--- src/rtl/rbz_pkg.sv ---
// rbz_pkg: shared channel level codes and span FSM encodings.
package rbz_pkg;
    localparam logic [1:0] LVL_0 = 2'b00, LVL_1 = 2'b01, LVL_2 = 2'b10, LVL_3 = 2'b11;
    localparam logic [1:0] ST_WAIT = 2'd0, ST_IN = 2'd1, ST_DONE = 2'd2;
endpackage

--- src/rtl/span_if.sv ---
// span_if: tracer-to-renderer span handshake.
interface span_if #(parameter int SIZE_W = 11);
    logic in_valid, in_ready, in_side;
    logic [SIZE_W-1:0] in_size;
    modport master(output in_valid, in_size, in_side, input in_ready);
    modport slave(input in_valid, in_size, in_side, output in_ready);
endinterface

--- src/rtl/dither_cell.sv ---
// dither_cell: maps a 2-bit channel level to a 1-bit ordered-dithered pixel.
module dither_cell
    import rbz_pkg::*;
(
    input  logic [1:0] c,
    input  logic       xo,
    input  logic       yo,
    input  logic       field,
    output logic       o
);
    assign o = c == LVL_3 ? 1'b1 :
               c == LVL_2 ? xo ^ yo ^ field :
               c == LVL_1 ? (xo ^ field) & (yo ^ field) : 1'b0;
endmodule

--- src/rtl/span_render.sv ---
// span_render: double-buffered per-line wall span renderer with optional dithering.
module span_render
    import rbz_pkg::*;
#(
    parameter int H_VIEW = 640,
    parameter int SIZE_W = 11,
    parameter logic [5:0] COLOR0 = 6'b10_00_00,
    parameter logic [5:0] COLOR1 = 6'b11_00_00,
    parameter int DITHER = 0,
    localparam int OUT_W = DITHER != 0 ? 1 : 2
) (
    input  logic             clk,
    input  logic             reset_n,
    input  logic             line_start,
    input  logic             frame_start,
    input  logic [9:0]       hpos,
    input  logic             visible,
    span_if.slave            s,
    output logic [OUT_W-1:0] r,
    output logic [OUT_W-1:0] g,
    output logic [OUT_W-1:0] b,
    output logic             hit,
    output logic             underrun
);
    localparam int W = SIZE_W + 1;
    localparam logic [W-1:0] HALF = W'(H_VIEW / 2);
    localparam logic [W-1:0] LAST = W'(H_VIEW - 1);

    logic pend_valid, pend_side, act_side, xfer, hit_d, side_c;
    logic [SIZE_W-1:0] pend_size;
    logic [W-1:0] left, right, nl, nr, hp, sum;
    logic [1:0] state, nstate;
    logic [5:0] col;
    logic [OUT_W-1:0] rc, gc, bc;

    // The slot frees on line_start, so a same-cycle transfer refills it.
    assign s.in_ready = !pend_valid || line_start;
    assign xfer = s.in_valid && s.in_ready;
    assign hp = W'(hpos);
    assign sum = HALF + W'(pend_size);
    assign nl = W'(pend_size) >= HALF ? '0 : HALF - W'(pend_size);
    assign nr = sum > LAST ? LAST : sum;
    assign side_c = line_start ? pend_side : act_side;
    assign col = side_c ? COLOR1 : COLOR0;

    always_comb begin
        nstate = state;
        if (line_start)
            nstate = !pend_valid ? ST_DONE : nl == '0 ? ST_IN : ST_WAIT;
        else if (state == ST_WAIT && hp == left)
            nstate = hp == right ? ST_DONE : ST_IN;
        else if (state == ST_IN && hp == right)
            nstate = ST_DONE;
    end

    // Pixel 0 is judged against the span being promoted this cycle.
    assign hit_d = visible && (line_start ? pend_valid && nl == '0 :
                   state == ST_IN || (state == ST_WAIT && hp == left));

    if (DITHER != 0) begin : g_dith
        logic yo, field, yo_c, field_c;
        assign yo_c = frame_start ? 1'b0 : yo ^ line_start;
        assign field_c = field ^ frame_start;
        always_ff @(posedge clk)
            if (!reset_n) {yo, field} <= '0;
            else {yo, field} <= {yo_c, field_c};
        dither_cell u_r (.c(col[1:0]), .xo(hpos[0]), .yo(yo_c), .field(field_c), .o(rc));
        dither_cell u_g (.c(col[3:2]), .xo(hpos[0]), .yo(yo_c), .field(field_c), .o(gc));
        dither_cell u_b (.c(col[5:4]), .xo(hpos[0]), .yo(yo_c), .field(field_c), .o(bc));
    end else begin : g_flat
        assign {bc, gc, rc} = col;
    end

    always_ff @(posedge clk) begin
        if (!reset_n) begin
            pend_valid <= 1'b0;
            pend_size <= '0;
            pend_side <= 1'b0;
            act_side <= 1'b0;
            left <= '0;
            right <= '0;
            state <= ST_DONE;
            hit <= 1'b0;
            r <= '0;
            g <= '0;
            b <= '0;
            underrun <= 1'b0;
        end else begin
            pend_valid <= xfer || (pend_valid && !line_start);
            if (xfer) begin
                pend_size <= s.in_size;
                pend_side <= s.in_side;
            end
            if (line_start) begin
                left <= nl;
                right <= nr;
                act_side <= pend_side;
            end
            state <= nstate;
            hit <= hit_d;
            r <= hit_d ? rc : '0;
            g <= hit_d ? gc : '0;
            b <= hit_d ? bc : '0;
            underrun <= (line_start && !pend_valid) || (underrun && !frame_start);
        end
    end
endmodule

--- src/flat_wrapper.sv ---
// flat-port wrapper written by rule: the top's interface ports become plain ports
module span_render_flat import rbz_pkg::*;
#(
    parameter int H_VIEW = 640,
    parameter int SIZE_W = 11,
    parameter logic [5:0] COLOR0 = 6'b10_00_00,
    parameter logic [5:0] COLOR1 = 6'b11_00_00,
    parameter int DITHER = 0,
    localparam int OUT_W = DITHER != 0 ? 1 : 2
)
  (clk, reset_n, line_start, frame_start, hpos, visible, r, g, b, hit, underrun, s_in_valid, s_in_size, s_in_side, s_in_ready);
  span_if #(.SIZE_W(SIZE_W)) s_i ();
  input  logic clk;
  input  logic reset_n;
  input  logic line_start;
  input  logic frame_start;
  input  logic [9:0] hpos;
  input  logic visible;
  output logic [OUT_W-1:0] r;
  output logic [OUT_W-1:0] g;
  output logic [OUT_W-1:0] b;
  output logic hit;
  output logic underrun;
  input wire logic [$bits(s_i.in_valid)-1:0] s_in_valid;
  input wire logic [$bits(s_i.in_size)-1:0] s_in_size;
  input wire logic [$bits(s_i.in_side)-1:0] s_in_side;
  output wire logic [$bits(s_i.in_ready)-1:0] s_in_ready;
  assign s_i.in_valid = s_in_valid;
  assign s_i.in_size = s_in_size;
  assign s_i.in_side = s_in_side;
  assign s_in_ready = s_i.in_ready;
  span_render #(.H_VIEW(H_VIEW), .SIZE_W(SIZE_W), .COLOR0(COLOR0), .COLOR1(COLOR1), .DITHER(DITHER)) u_core (.clk(clk), .reset_n(reset_n), .line_start(line_start), .frame_start(frame_start), .hpos(hpos), .visible(visible), .s(s_i), .r(r), .g(g), .b(b), .hit(hit), .underrun(underrun));
endmodule
--- config.mk ---
export PLATFORM = sky130hd
export DESIGN_NAME = span_render_flat
export DESIGN_NICKNAME = d
export VERILOG_FILES = /design/src/rtl/rbz_pkg.sv /design/src/rtl/span_if.sv /design/src/rtl/dither_cell.sv /design/src/rtl/span_render.sv /design/src/flat_wrapper.sv
export SDC_FILE = /design/constraint.sdc
export NUM_CORES = 1
export LEC_CHECK = 0
export CAP_MARGIN = 20
export CORE_ASPECT_RATIO = 0.75
export CORE_MARGIN = 4
export CORE_UTILIZATION = 30
export CTS_CLUSTER_SIZE = 24
export DETAILED_ROUTE_END_ITERATION = 8
export GPL_TIMING_DRIVEN = 0
export PLACE_DENSITY = 0.57
export SYNTH_ARGS = -nofsm -noshare
export SYNTH_HDL_FRONTEND = slang
export SYNTH_SLANG_ARGS = --single-unit
--- constraint.sdc ---
create_clock -name clk -period 3.48 [get_ports clk]
set_input_delay 0.348 -clock clk [delete_from_list [all_inputs] [get_ports clk]]
set_output_delay 0.348 -clock clk [all_outputs]
set_load 0.005 [all_outputs]
Word-level counts from Yosys, hierarchy flattened
Cells that the tools add are included.
- flip-flop bits (word level): 48
- input port bits: 28
- word-level logic and storage cells: 49
- add/sub/neg operators: 2
- magnitude comparators: 2
- equality and inequality tests: 3
- muxes and demuxes: 11
- reductions and logical operators: 19
- operators by type and width (operator ; number):
    $eq 10x12->1 ; 2
    $mux 12 ; 2
    $add 9x11->12 const A ; 1
    $gt 12x10->1 const B ; 1
    $logic_not 12->1 ; 1
    $sub 9x11->12 const A ; 1
    $ge 11x9->1 const B ; 1
    $mux 2 ; 5
    $logic_and 1x1->1 ; 8
    $mux 5 ; 1
    $logic_or 1x1->1 ; 4
    $logic_not 1->1 ; 3
    $mux 1 ; 3
    $reduce_bool 3->1 ; 1
    $eq 2x1->1 const B ; 1
    $logic_not 2->1 ; 1
    $reduce_and 2->1 ; 1

Depth between registers and ports, before layout
Gate-level depths: netlist (run 1).
- word-level depth: 7
- mapped depth: 8
- depth with buffers taken out: 7

Worst setup path after synthesis (run 1)
Ideal clock, no wire load.
- path kind: register -> register
- from: register u_core.pend_size[0]
- to: register u_core.b[0]
- setup time: 70 ps
- data arrival time: 1957 ps
- data required time: 3410 ps
- setup slack: 1453 ps
- cell stages (with the launch flop): 9
- buffers on the path: 1
- period minus slack after synthesis: 2027 ps
- path through: dfxtp_1 > inv_1 > ha_1 > buf_4 > or3b_4 > a2111oi_2 > o211ai_1 > a211o_1 > a21oi_1
- longest elaborated chain between the ends: 7
- elaborated cells between the ends (all ways): 8
- those cells by class: add/sub (1); order compare (1); mux (2); reduce/logical (4)
- ends and longest elaborated chain (element ; line ; RTL):
    from (decl) ; span_render.sv:30 ; logic [SIZE_W-1:0] pend_size;
    from (signal assigned) ; span_render.sv:91 ; pend_size <= s.in_size;
    $sub 9x11->12 / $ge 11x9->1 (equally long branches) ; span_render.sv:41 ; assign nl = W'(pend_size) >= HALF ? '0 : HALF - W'(pend_size);
    $mux 12 * ; span_render.sv:41 ;
    $logic_not 12->1 * ; span_render.sv:57 ; assign hit_d = visible && (line_start ? pend_valid && nl == '0 :
    $logic_and 1x1->1 * ; span_render.sv:57 ;
    $mux 1 * ; span_render.sv:57 ;
    $logic_and 1x1->1 * ; span_render.sv:57 ;
    $reduce_and 2->1 (no line) * ; -- ;
    to (signal assigned) ; span_render.sv:103 ; b <= hit_d ? bc : '0;
    to (decl) ; span_render.sv:21 ; output logic [OUT_W-1:0] b,
Mark *: on every way between the ends. The rest lies on a longest branch, timed or not.
A chain may end at the register's enable or synchronous reset.

Worst setup path after layout (run 1)
- from: register u_core.pend_size[6]
- to: register u_core.right[0]
- longest elaborated chain between the ends: 3
- ends and longest elaborated chain (element ; line ; RTL):
    $add 9x11->12 ; span_render.sv:40 ; assign sum = HALF + W'(pend_size);
    $gt 12x10->1 ; span_render.sv:42 ; assign nr = sum > LAST ? LAST : sum;
    $mux 12 ; span_render.sv:42 ;
    to (signal assigned) ; span_render.sv:96 ; right <= nr;
    to (decl) ; span_render.sv:31 ; logic [W-1:0] left, right, nl, nr, hp, sum;
No other way between the ends.

==> key figures, run 1 <==
Synth
  • Flops & latches, synth: between 40 and 50
  • EDFF count, synth: 0
  • Yosys warns: 0
  • Synth top area share: 0.378
  • Mapped Area: 2330 um^2
  • Synth area leader: dfxtp_1
  • Yosys cell types: 56
  • FFs w/ async S/R, synth: 0
  • Syn Inst Count: around 270
  • Synth Flop Type: dfxtp_1
  • Sequential cell area fraction in the yosys report: 0.378
  • Area contributors post-synth: dfxtp_1 38%, xnor2_1 9.0%, mux2i_1 5.6%
  • Mean Syn Cell Area: 8.80 um^2

CTS
  • CTS Sinks: 44
  • Post-cts hold buffer count: 0
  • Clock latency on the worst-skew pair: 300 ps
  • # Post-CTS Setup Buffers: 0
  • H-tree depth: 2
  • CTS Buf Count: 5
  • Clk buf depth: 2
  • CTS clk-pin slew, worst paths: 90 ps
  • Clock root cell: clkbuf_8
  • CTS tree: yes
  • Resize count post-CTS: 0

Worst setup path
  • Worst Path Arrival: 2570 ps
  • WS Path Type: reg -> reg
  • Crit start category: register
  • Worst-case reg-to-reg path depth: 7
  • Worst R2R End: u_core.right[0]$_SDFFE_PN0P_
  • Max FO, Critical Path: 9
  • CP required: 3650 ps
  • CP Capture Type: register
  • R2r startpoint: u_core.pend_size[6]$_SDFFE_PN0P_
  • R2R Setup Slk: 1070 ps

Pwr
  • Maximum vdd drop: approximately 0.00017 V
  • Power density over the cells: 417 nW/um^2
  • LEAKAGE: 1.12 nW

Layout
  • Storage cell area: 881 um^2
  • Nets@finish: 340
  • Design area: ~2900 um^2
  • Fraction of layout cells with a size suffix above 1: 0.0714
  • Finished Layout Cells: slightly above 400
  • P&R area growth vs syn: 24.2%
  • N_diodes: 0
  • Multi-input logic area: 1310 um^2
  • Filler instances: ~770

STA
  • Final min period: ~2400 ps
  • Final setup viols: 0
  • Final Hold Fails: 0
  • Period utilisation layout: 0.692
  • Worst slew pin tran: 788 ps
  • Setup tns final: 0 ps
  • Pins Over Slew Limit: 0
  • Worst hold slack: 492 ps
  • Setup Skew: between 6 and 7 ps
  • RSZ-0062 raised after global routing: false
  • Slew HR: 0.475
  • F_max: between 0.4 and 0.5 GHz

Routing
  • Top sig layer: met4
  • Routed Antenna Nets: 0
  • Wire length after detailed routing: 6.12 mm
  • Met2 WL: 2.47 mm
  • DR iter-0 viols: 118
  • M1 WL: 3.21 mm
  • WL/cell: 15.0 um
  • First drt pass iteration count: 4
  • Post-route DRC: 0
  • Met3 WL: roughly 360 um
  • Vias per inst: 4.91
  • Routed vias: 2010

Status
  • Status: completed

Floorplan
  • Initial core utilization: 0.312
  • I/O Pins: 37
  • Chip height: 84.4 um
  • Core Rows: 27
  • Die X: 110 um
  • Die area: 9260 um^2
  • Core Footprint: 7470 um^2

Hold path
  • Worst Hold Class: reg -> reg
  • WHS Path Cells: 2
  • Worst hold start: u_core.left[1]$_SDFFE_PN0P_
  • Hold EP: u_core.left[1]$_SDFFE_PN0P_

Placement
  • PortBufs: 32
  • Final GP Congestion: 0.836
  • Cell count after placement: 401
  • DPL Wire Length: about 4.8 mm
  • Post-DP Area: 2790 um^2

Global routing
  • Aggregate global-route resource usage: 0.139
  • Via count of the first global-routing pass: about 1.9k
  • Largest net degree at the start of global routing: 14
  • First-pass GRT wire length: 10.1 mm
  • Total gr overflow: 0
  • Initial antenna violation count: 0

Flow run
  • Max Cap Viol: 0
per-stage QoR:
step	total power [mW]	worst slack, ps	util
4_1_cts	1.22	1070	0.388
5_1_grt	1.26	838	0.388
2_1_floorplan	0.735	1450	-
6_report	1.21	1070	0.388
3_3_place_gp	0.822	1080	0.374
3_5_place_dp	0.823	1100	0.374
synthesized netlist by cell type, drive strengths merged (3+ instances only):
master and number:
nand2b 4, and3 7, clkbuf 13, and2 3, nor3 5, ha 5
o21ai 9, dfxtp 44, nor2 19, nor4 3, nand3 7, nor2b 3
nand2 16, buf 10, xnor2 24, inv 10, o21bai 3, a31oi 5
a21oi 17, nand4 7, o221a 3, mux2i 13
cell families (layout without fill, tap and decap cells):
kind of cell / count (synthesis) / in the layout / synth area share
simple gates: 84 / 84 / 0.196
compound gates: 58 / 58 / 0.173
flops: 44 / 44 / 0.378
buf+inv: 33 / 73 / 0.0665
xor+xnor: 26 / 26 / 0.0976
mux: 14 / 14 / 0.0606
fa+ha+maj: 5 / 5 / 0.0268
other cells: 1 / 4 / 0.00161
report_power, final:
group	total [mW]	internal [mW]	switching [mW]
Clock	0.395	0.213	0.182
Sequential	0.559	0.534	0.0252
Combinational	0.254	0.126	0.128
Total	1.21	0.873	0.336
critical path, cell delays in order (launching register included):
cell      delay (ps)
dfxtp_1          370
clkbuf_1         330
inv_1            150
ha_1             380
nor3_1           390
o21bai_1         220
a21o_1           310
a31oi_1          120
state kept, by name, indices dropped and copies added (netlist names), 2 cells and up:
name,count
u_core.pend_size,11
u_core.state,2
u_core.left,12
u_core.right,12
u_core.b,2
layer usage:
metal  GRT usage  up-vias
li1            -     1014
met1       0.220      942
met2       0.188       47
met3      0.0277        7
met4      0.0317        0
met5           0        -
area by class of cell:
cell class	count	area share
multi-input cells	191	0.451
flip-flops and latches	44	0.304
repair buffers	32	0.111
well taps	101	0.0436
plain buffers	23	0.0406
clock buffers	6	0.0250
inverters	10	0.0130
clock inverters	2	0.0121
cells in the final DEF, fill, tap and decap left out, types with 9 or more instances in the layout:
master,synthesis,final
a21oi_1,17,17
xnor2_1,24,24
nor2_1,19,19
inv_1,9,9
nand2_1,16,16
clkdlybuf4s50_1,0,32
mux2i_1,13,13
clkbuf_1,13,14
dfxtp_1,44,44
worst max path at each step:
stage / start / endpoint / slack, ps
finish: u_core.pend_size[6]$_SDFFE_PN0P_ / u_core.right[0]$_SDFFE_PN0P_ / 1070
floorplan: u_core.pend_size[0]$_SDFFE_PN0P_ / u_core.b[0]$_SDFF_PN0_ / 1450
global placement: u_core.pend_size[0]$_SDFFE_PN0P_ / u_core.b[1]$_SDFF_PN0_ / 1080
global route: u_core.pend_size[0]$_SDFFE_PN0P_ / u_core.left[11]$_SDFFE_PN0P_ / 840
CTS: u_core.pend_size[6]$_SDFFE_PN0P_ / u_core.right[2]$_SDFFE_PN0P_ / 1070
detailed placement: u_core.pend_size[6]$_SDFFE_PN0P_ / u_core.right[2]$_SDFFE_PN0P_ / 1100
Power figures use the tool's default switching activity.
==> run 2, diff against run 1 <==
clock period = 2.4 ns   (was 3.48 ns; I/O delays follow)
==> key figures, run 2 (synthesis results as in run 1) <==
Status
  • Status: completed

Global routing
  • Total gr overflow: 0
  • Via count of the first global-routing pass: 1921
  • First-pass GRT wire length: 10.1 mm
  • Initial antenna violation count: 0
  • Largest net degree at the start of global routing: 14
  • Aggregate global-route resource usage: 0.139

STA
  • Final Hold Fails: 0
  • Final min period: 2260 ps
  • Worst slew pin tran: 777 ps
  • Setup tns final: 0 ps
  • Slew HR: 0.482
  • Period utilisation layout: 0.940
  • F_max: 0.443 GHz
  • Setup Skew: ~6.6 ps
  • RSZ-0062 raised after global routing: false
  • Final setup viols: 0
  • Pins Over Slew Limit: 0

Placement
  • PortBufs: 32
  • DPL Wire Length: 4.82 mm
  • Final GP Congestion: 0.836

CTS
  • CTS Sinks: 44
  • Post-cts hold buffer count: 0
  • Clock root cell: clkbuf_8
  • CTS tree: yes
  • CTS clk-pin slew, worst paths: 80 ps
  • H-tree depth: 2
  • CTS Buf Count: 5
  • Clk buf depth: 2
  • Clock latency on the worst-skew pair: 300 ps
  • # Post-CTS Setup Buffers: 0

Layout
  • Largest registers: u_core.left: 12 flops, u_core.right: 12 flops, u_core.pend_size: 11 flops
  • Commonest non-fill, non-tap cell in the layout: dfxtp_1
  • Post-Route Utilization: 0.391
  • Most frequent cells in the layout: 42 x dfxtp_1, 32 x clkdlybuf4s50_1, 24 x xnor2_1
  • P&R area growth vs syn: 25.1%
  • Fraction of layout cells with a size suffix above 1: 0.0844
  • Multi-input logic area: 1320 um^2
  • Storage cell area: 883 um^2
  • N_diodes: 0
  • Nets@finish: 340
  • Filler instances: 768

Floorplan
  • Core Footprint: ~7500 um^2
  • Die X: 110 um
  • Chip height: between 80 and 90 um
  • I/O Pins: 37
  • Core Rows: 27
  • Initial core utilization: 0.312
  • Die area: roughly 9000 um^2

Routing
  • Routed vias: 2016
  • Vias per inst: between 4 and 5
  • Post-route DRC: 0
  • Routed Antenna Nets: 0
  • First drt pass iteration count: 4
  • DR iter-0 viols: 95
  • Wire length after detailed routing: 6.11 mm
  • WL/cell: between 10 and 15 um

Pwr
  • Clk pwr share: 0.325
  • LEAKAGE: 1.12 nW
  • Net Sw Frac: 0.278
  • Internal power: 1.27 mW
  • Register share of total power: 0.462
  • Sw power: between 0.4 and 0.5 mW
  • Power density over the cells: 602 nW/um^2
  • Comb pwr share: 0.213
  • Total Power: 1.76 mW
  • Maximum vdd drop: approximately 0.00025 V

Worst setup path
  • Crit start category: register
  • CP required: 2560 ps
  • WS Path Type: reg -> reg
  • CP Capture Type: register
  • Max FO, Critical Path: 9
  • Worst Path Arrival: between 2000 and 2500 ps

Hold path
  • Worst Hold Class: reg -> reg

Flow run
  • Max Cap Viol: 0
-- run 2: changes by cell type in the layout (fill, tap and decap cells not counted) --
cell      before  now
dfxtp_2        0    2
a21oi_1       17   16
a221oi_2       1    0
clkbuf_1      14   13
clkbuf_2       0    1
a221oi_4       0    1
a21oi_2        0    1
dfxtp_1       44   42
-- run 2: power by group through the flow --
stage          Clock (mW)  Sequential, mW  Combinational [mW]
3_5_place_dp            0           0.828               0.365
5_1_grt             0.608           0.817               0.415
6_report            0.571           0.812               0.374
2_1_floorplan           0           0.817               0.249
4_1_cts             0.587           0.811               0.368
3_3_place_gp            0           0.827               0.365
-- run 2: what timing repair did --
action                     CTS  global route
resized for setup            1             4
pin swaps                    0             2
setup endpoints to repair    5            16
-- run 2: per-stage QoR --
| step | instances | hold slack [ps] | worst slack (ps) | instance area (um^2) |
|---|---|---|---|---|
| global placement | 401 | 473 | -4.82 | 2790 |
| CTS | 409 | 491 | 9.64 | 2900 |
| finish | 409 | 491 | 144 | 2920 |
| global route | 409 | 521 | 21.7 | 2920 |
| detailed placement | 401 | 480 | 15.4 | 2790 |
| floorplan | 268 | 356 | 373 | 2340 |
-- run 2: worst max-delay path, cell delays in order (launching register included) --
cell	delay (ps)
dfxtp_1	380
clkbuf_2	230
inv_1	110
ha_1	370
nor3_1	390
o21bai_1	220
a21o_1	310
a31oi_1	120
-- run 2: layout make-up --
class                      instances  share of cell area
multi-input combinational        191               0.453
clock inverter                     2              0.0120
timing repair buffer              32               0.110
buffer                            23              0.0408
clock buffer                       6              0.0249
inverter                          10              0.0129
tap                              101              0.0433
sequential                        44               0.303
-- run 2: path summary, 6_finish.rpt --
check | cells after the start | start | to | slack, ps
min reg2reg | 2 | u_core.left[1]$_SDFFE_PN0P_ | u_core.left[1]$_SDFFE_PN0P_ | 490
max reg2reg | 7 | u_core.pend_size[6]$_SDFFE_PN0P_ | u_core.right[0]$_SDFFE_PN0P_ | 140
max | 7 | u_core.pend_size[6]$_SDFFE_PN0P_ | u_core.right[0]$_SDFFE_PN0P_ | 140
min | 2 | u_core.left[1]$_SDFFE_PN0P_ | u_core.left[1]$_SDFFE_PN0P_ | 490
-- run 2: layer usage --
metal | vias to the layer above | global-route usage | part of all wire
met5 | - | 0 | 0
met2 | 51 | 0.188 | 0.40
met4 | 0 | 0.0317 | 0.012
li1 | 1012 | - | -
met3 | 7 | 0.0277 | 0.053
met1 | 946 | 0.220 | 0.53
==> run 3, diff against run 2 <==
CORE_UTILIZATION = 40   (was 30)
PLACE_DENSITY = 0.69   (was 0.57)
==> key figures, run 3 (synthesis results as in run 1) <==
Status
  • Status: completed

Pwr
  • Net Sw Frac: 0.283
  • Clk pwr share: 0.330
  • Total Power: 1.77 mW
  • Maximum vdd drop: between 0.0003 and 0.0004 V
  • Comb pwr share: 0.211
  • Internal power: ~1.3 mW
  • Power density over the cells: 613 nW/um^2
  • Register share of total power: 0.459
  • LEAKAGE: between 1 and 1.5 nW
  • Sw power: 0.500 mW

CTS
  • # Post-CTS Setup Buffers: 0
  • CTS Sinks: 44
  • Post-cts hold buffer count: 0
  • Clock root cell: clkbuf_8
  • H-tree depth: 2
  • Clock latency on the worst-skew pair: 310 ps
  • CTS clk-pin slew, worst paths: 90 ps
  • Clk buf depth: 2
  • CTS tree: yes
  • CTS Buf Count: 5

Global routing
  • Via count of the first global-routing pass: ~1.9k
  • Aggregate global-route resource usage: 0.175
  • Largest net degree at the start of global routing: 15
  • Initial antenna violation count: 0
  • First-pass GRT wire length: 9.49 mm
  • Total gr overflow: 0

STA
  • Period utilisation layout: 0.935
  • Final Hold Fails: 0
  • Worst slew pin tran: 782 ps
  • Setup tns final: 0 ps
  • Setup Skew: roughly 7 ps
  • Final setup viols: 0
  • RSZ-0062 raised after global routing: false
  • Slew HR: 0.479
  • Final min period: 2250 ps
  • F_max: about 0.45 GHz
  • Pins Over Slew Limit: 0

Worst setup path
  • Crit start category: register
  • Worst Path Arrival: approximately 2500 ps
  • WS Path Type: reg -> reg
  • CP Capture Type: register
  • CP required: 2640 ps
  • Max FO, Critical Path: 10

Routing
  • Vias per inst: 5.24
  • First drt pass iteration count: 5
  • Wire length after detailed routing: 5.84 mm
  • WL/cell: 15.2 um
  • Routed vias: 2006
  • Routed Antenna Nets: 0
  • Post-route DRC: 0
  • DR iter-0 viols: 138

Floorplan
  • Die area: 7130 um^2
  • Initial core utilization: 0.424
  • Chip height: 74.1 um
  • I/O Pins: 37
  • Core Rows: 23
  • Die X: slightly below 100 um
  • Core Footprint: 5500 um^2

Layout
  • Post-Route Utilization: 0.525
  • Nets@finish: 340
  • Filler instances: about 510
  • Design area: about 2900 um^2
  • Largest registers: u_core.left: 12 flops, u_core.right: 12 flops, u_core.pend_size: 11 flops
  • Commonest non-fill, non-tap cell in the layout: dfxtp_1
  • Fraction of layout cells with a size suffix above 1: 0.0844
  • Most frequent cells in the layout: 42 x dfxtp_1, 32 x clkdlybuf4s50_1, 24 x xnor2_1
  • N_diodes: 0
  • P&R area growth vs syn: 23.7%

Flow run
  • Max Cap Viol: 0

Hold path
  • Worst Hold Class: in -> reg

Placement
  • PortBufs: 32
  • DPL Wire Length: 4.46 mm
  • Final GP Congestion: 0.885
  • Post-DP Area: 2760 um^2
run 3: cell types whose count changed in the layout (fill, tap and decap cells not counted), sizes merged:
| cell | before | now |
|---|---|---|
| clkbuf | 19 | 18 |
| clkinvlp | 0 | 1 |
run 3: final cells by class:
| type | count | area, um^2 | share of cell area |
|---|---|---|---|
| Clock buffer | 5 | 68.8 | 0.0239 |
| Clock inverter | 3 | 42.5 | 0.0148 |
| Timing Repair Buffer | 32 | 320 | 0.111 |
| Sequential cell | 44 | 883 | 0.306 |
| Buffer | 23 | 119 | 0.0412 |
| Inverter | 10 | 37.5 | 0.0130 |
| Tap cell | 75 | 93.8 | 0.0325 |
| Multi-Input combinational cell | 191 | 1320 | 0.457 |
run 3: final timing paths:
path / startpoint / to / slack [ps] / cells past startpoint
worst min register to register: u_core.left[1]$_SDFFE_PN0P_ / u_core.left[1]$_SDFFE_PN0P_ / 500 / 2
worst max-delay path: u_core.pend_size[0]$_SDFFE_PN0P_ / u_core.b[1]$_SDFF_PN0_ / 160 / 8
worst max register to register: u_core.pend_size[0]$_SDFFE_PN0P_ / u_core.b[1]$_SDFF_PN0_ / 160 / 8
worst min-delay path: visible / u_core.b[0]$_SDFF_PN0_ / 490 / 3
run 3: per-layer routing:
| layer | global-route usage | part of all wire |
|---|---|---|
| met5 | 0 | 0 |
| met4 | 0.0315 | 0.0091 |
| met3 | 0.0516 | 0.070 |
| met2 | 0.252 | 0.41 |
| met1 | 0.261 | 0.51 |
run 3: worst max-delay path, cell delays in order, from the launching register on:
cell and delay (ps):
dfxtp_2 380, inv_1 90, ha_1 140, buf_4 150, or3b_4 410, a2111oi_2 300
o211ai_1 150, a211o_1 380, a21oi_1 160
run 3: through the flow:
stage	instances	setup WS (ps)	hold WS, ps
6_report	383	155	490
3_3_place_gp	375	-35.0	474
2_1_floorplan	268	373	356
5_1_grt	383	23.1	527
4_1_cts	383	71.9	492
3_5_place_dp	375	-22.8	480
run 3: what timing repair did:
item,CTS,global route
setup endpoints to repair,5,15
pin swaps,0,1
resized for setup,1,4
run 3: power by group through the flow:
stage | clock [mW] | combinational [mW] | sequential [mW]
floorplan | 0 | 0.249 | 0.817
global placement | 0 | 0.359 | 0.826
detailed placement | 0 | 0.362 | 0.827
CTS | 0.592 | 0.369 | 0.810
global route | 0.624 | 0.411 | 0.817
finish | 0.583 | 0.372 | 0.812
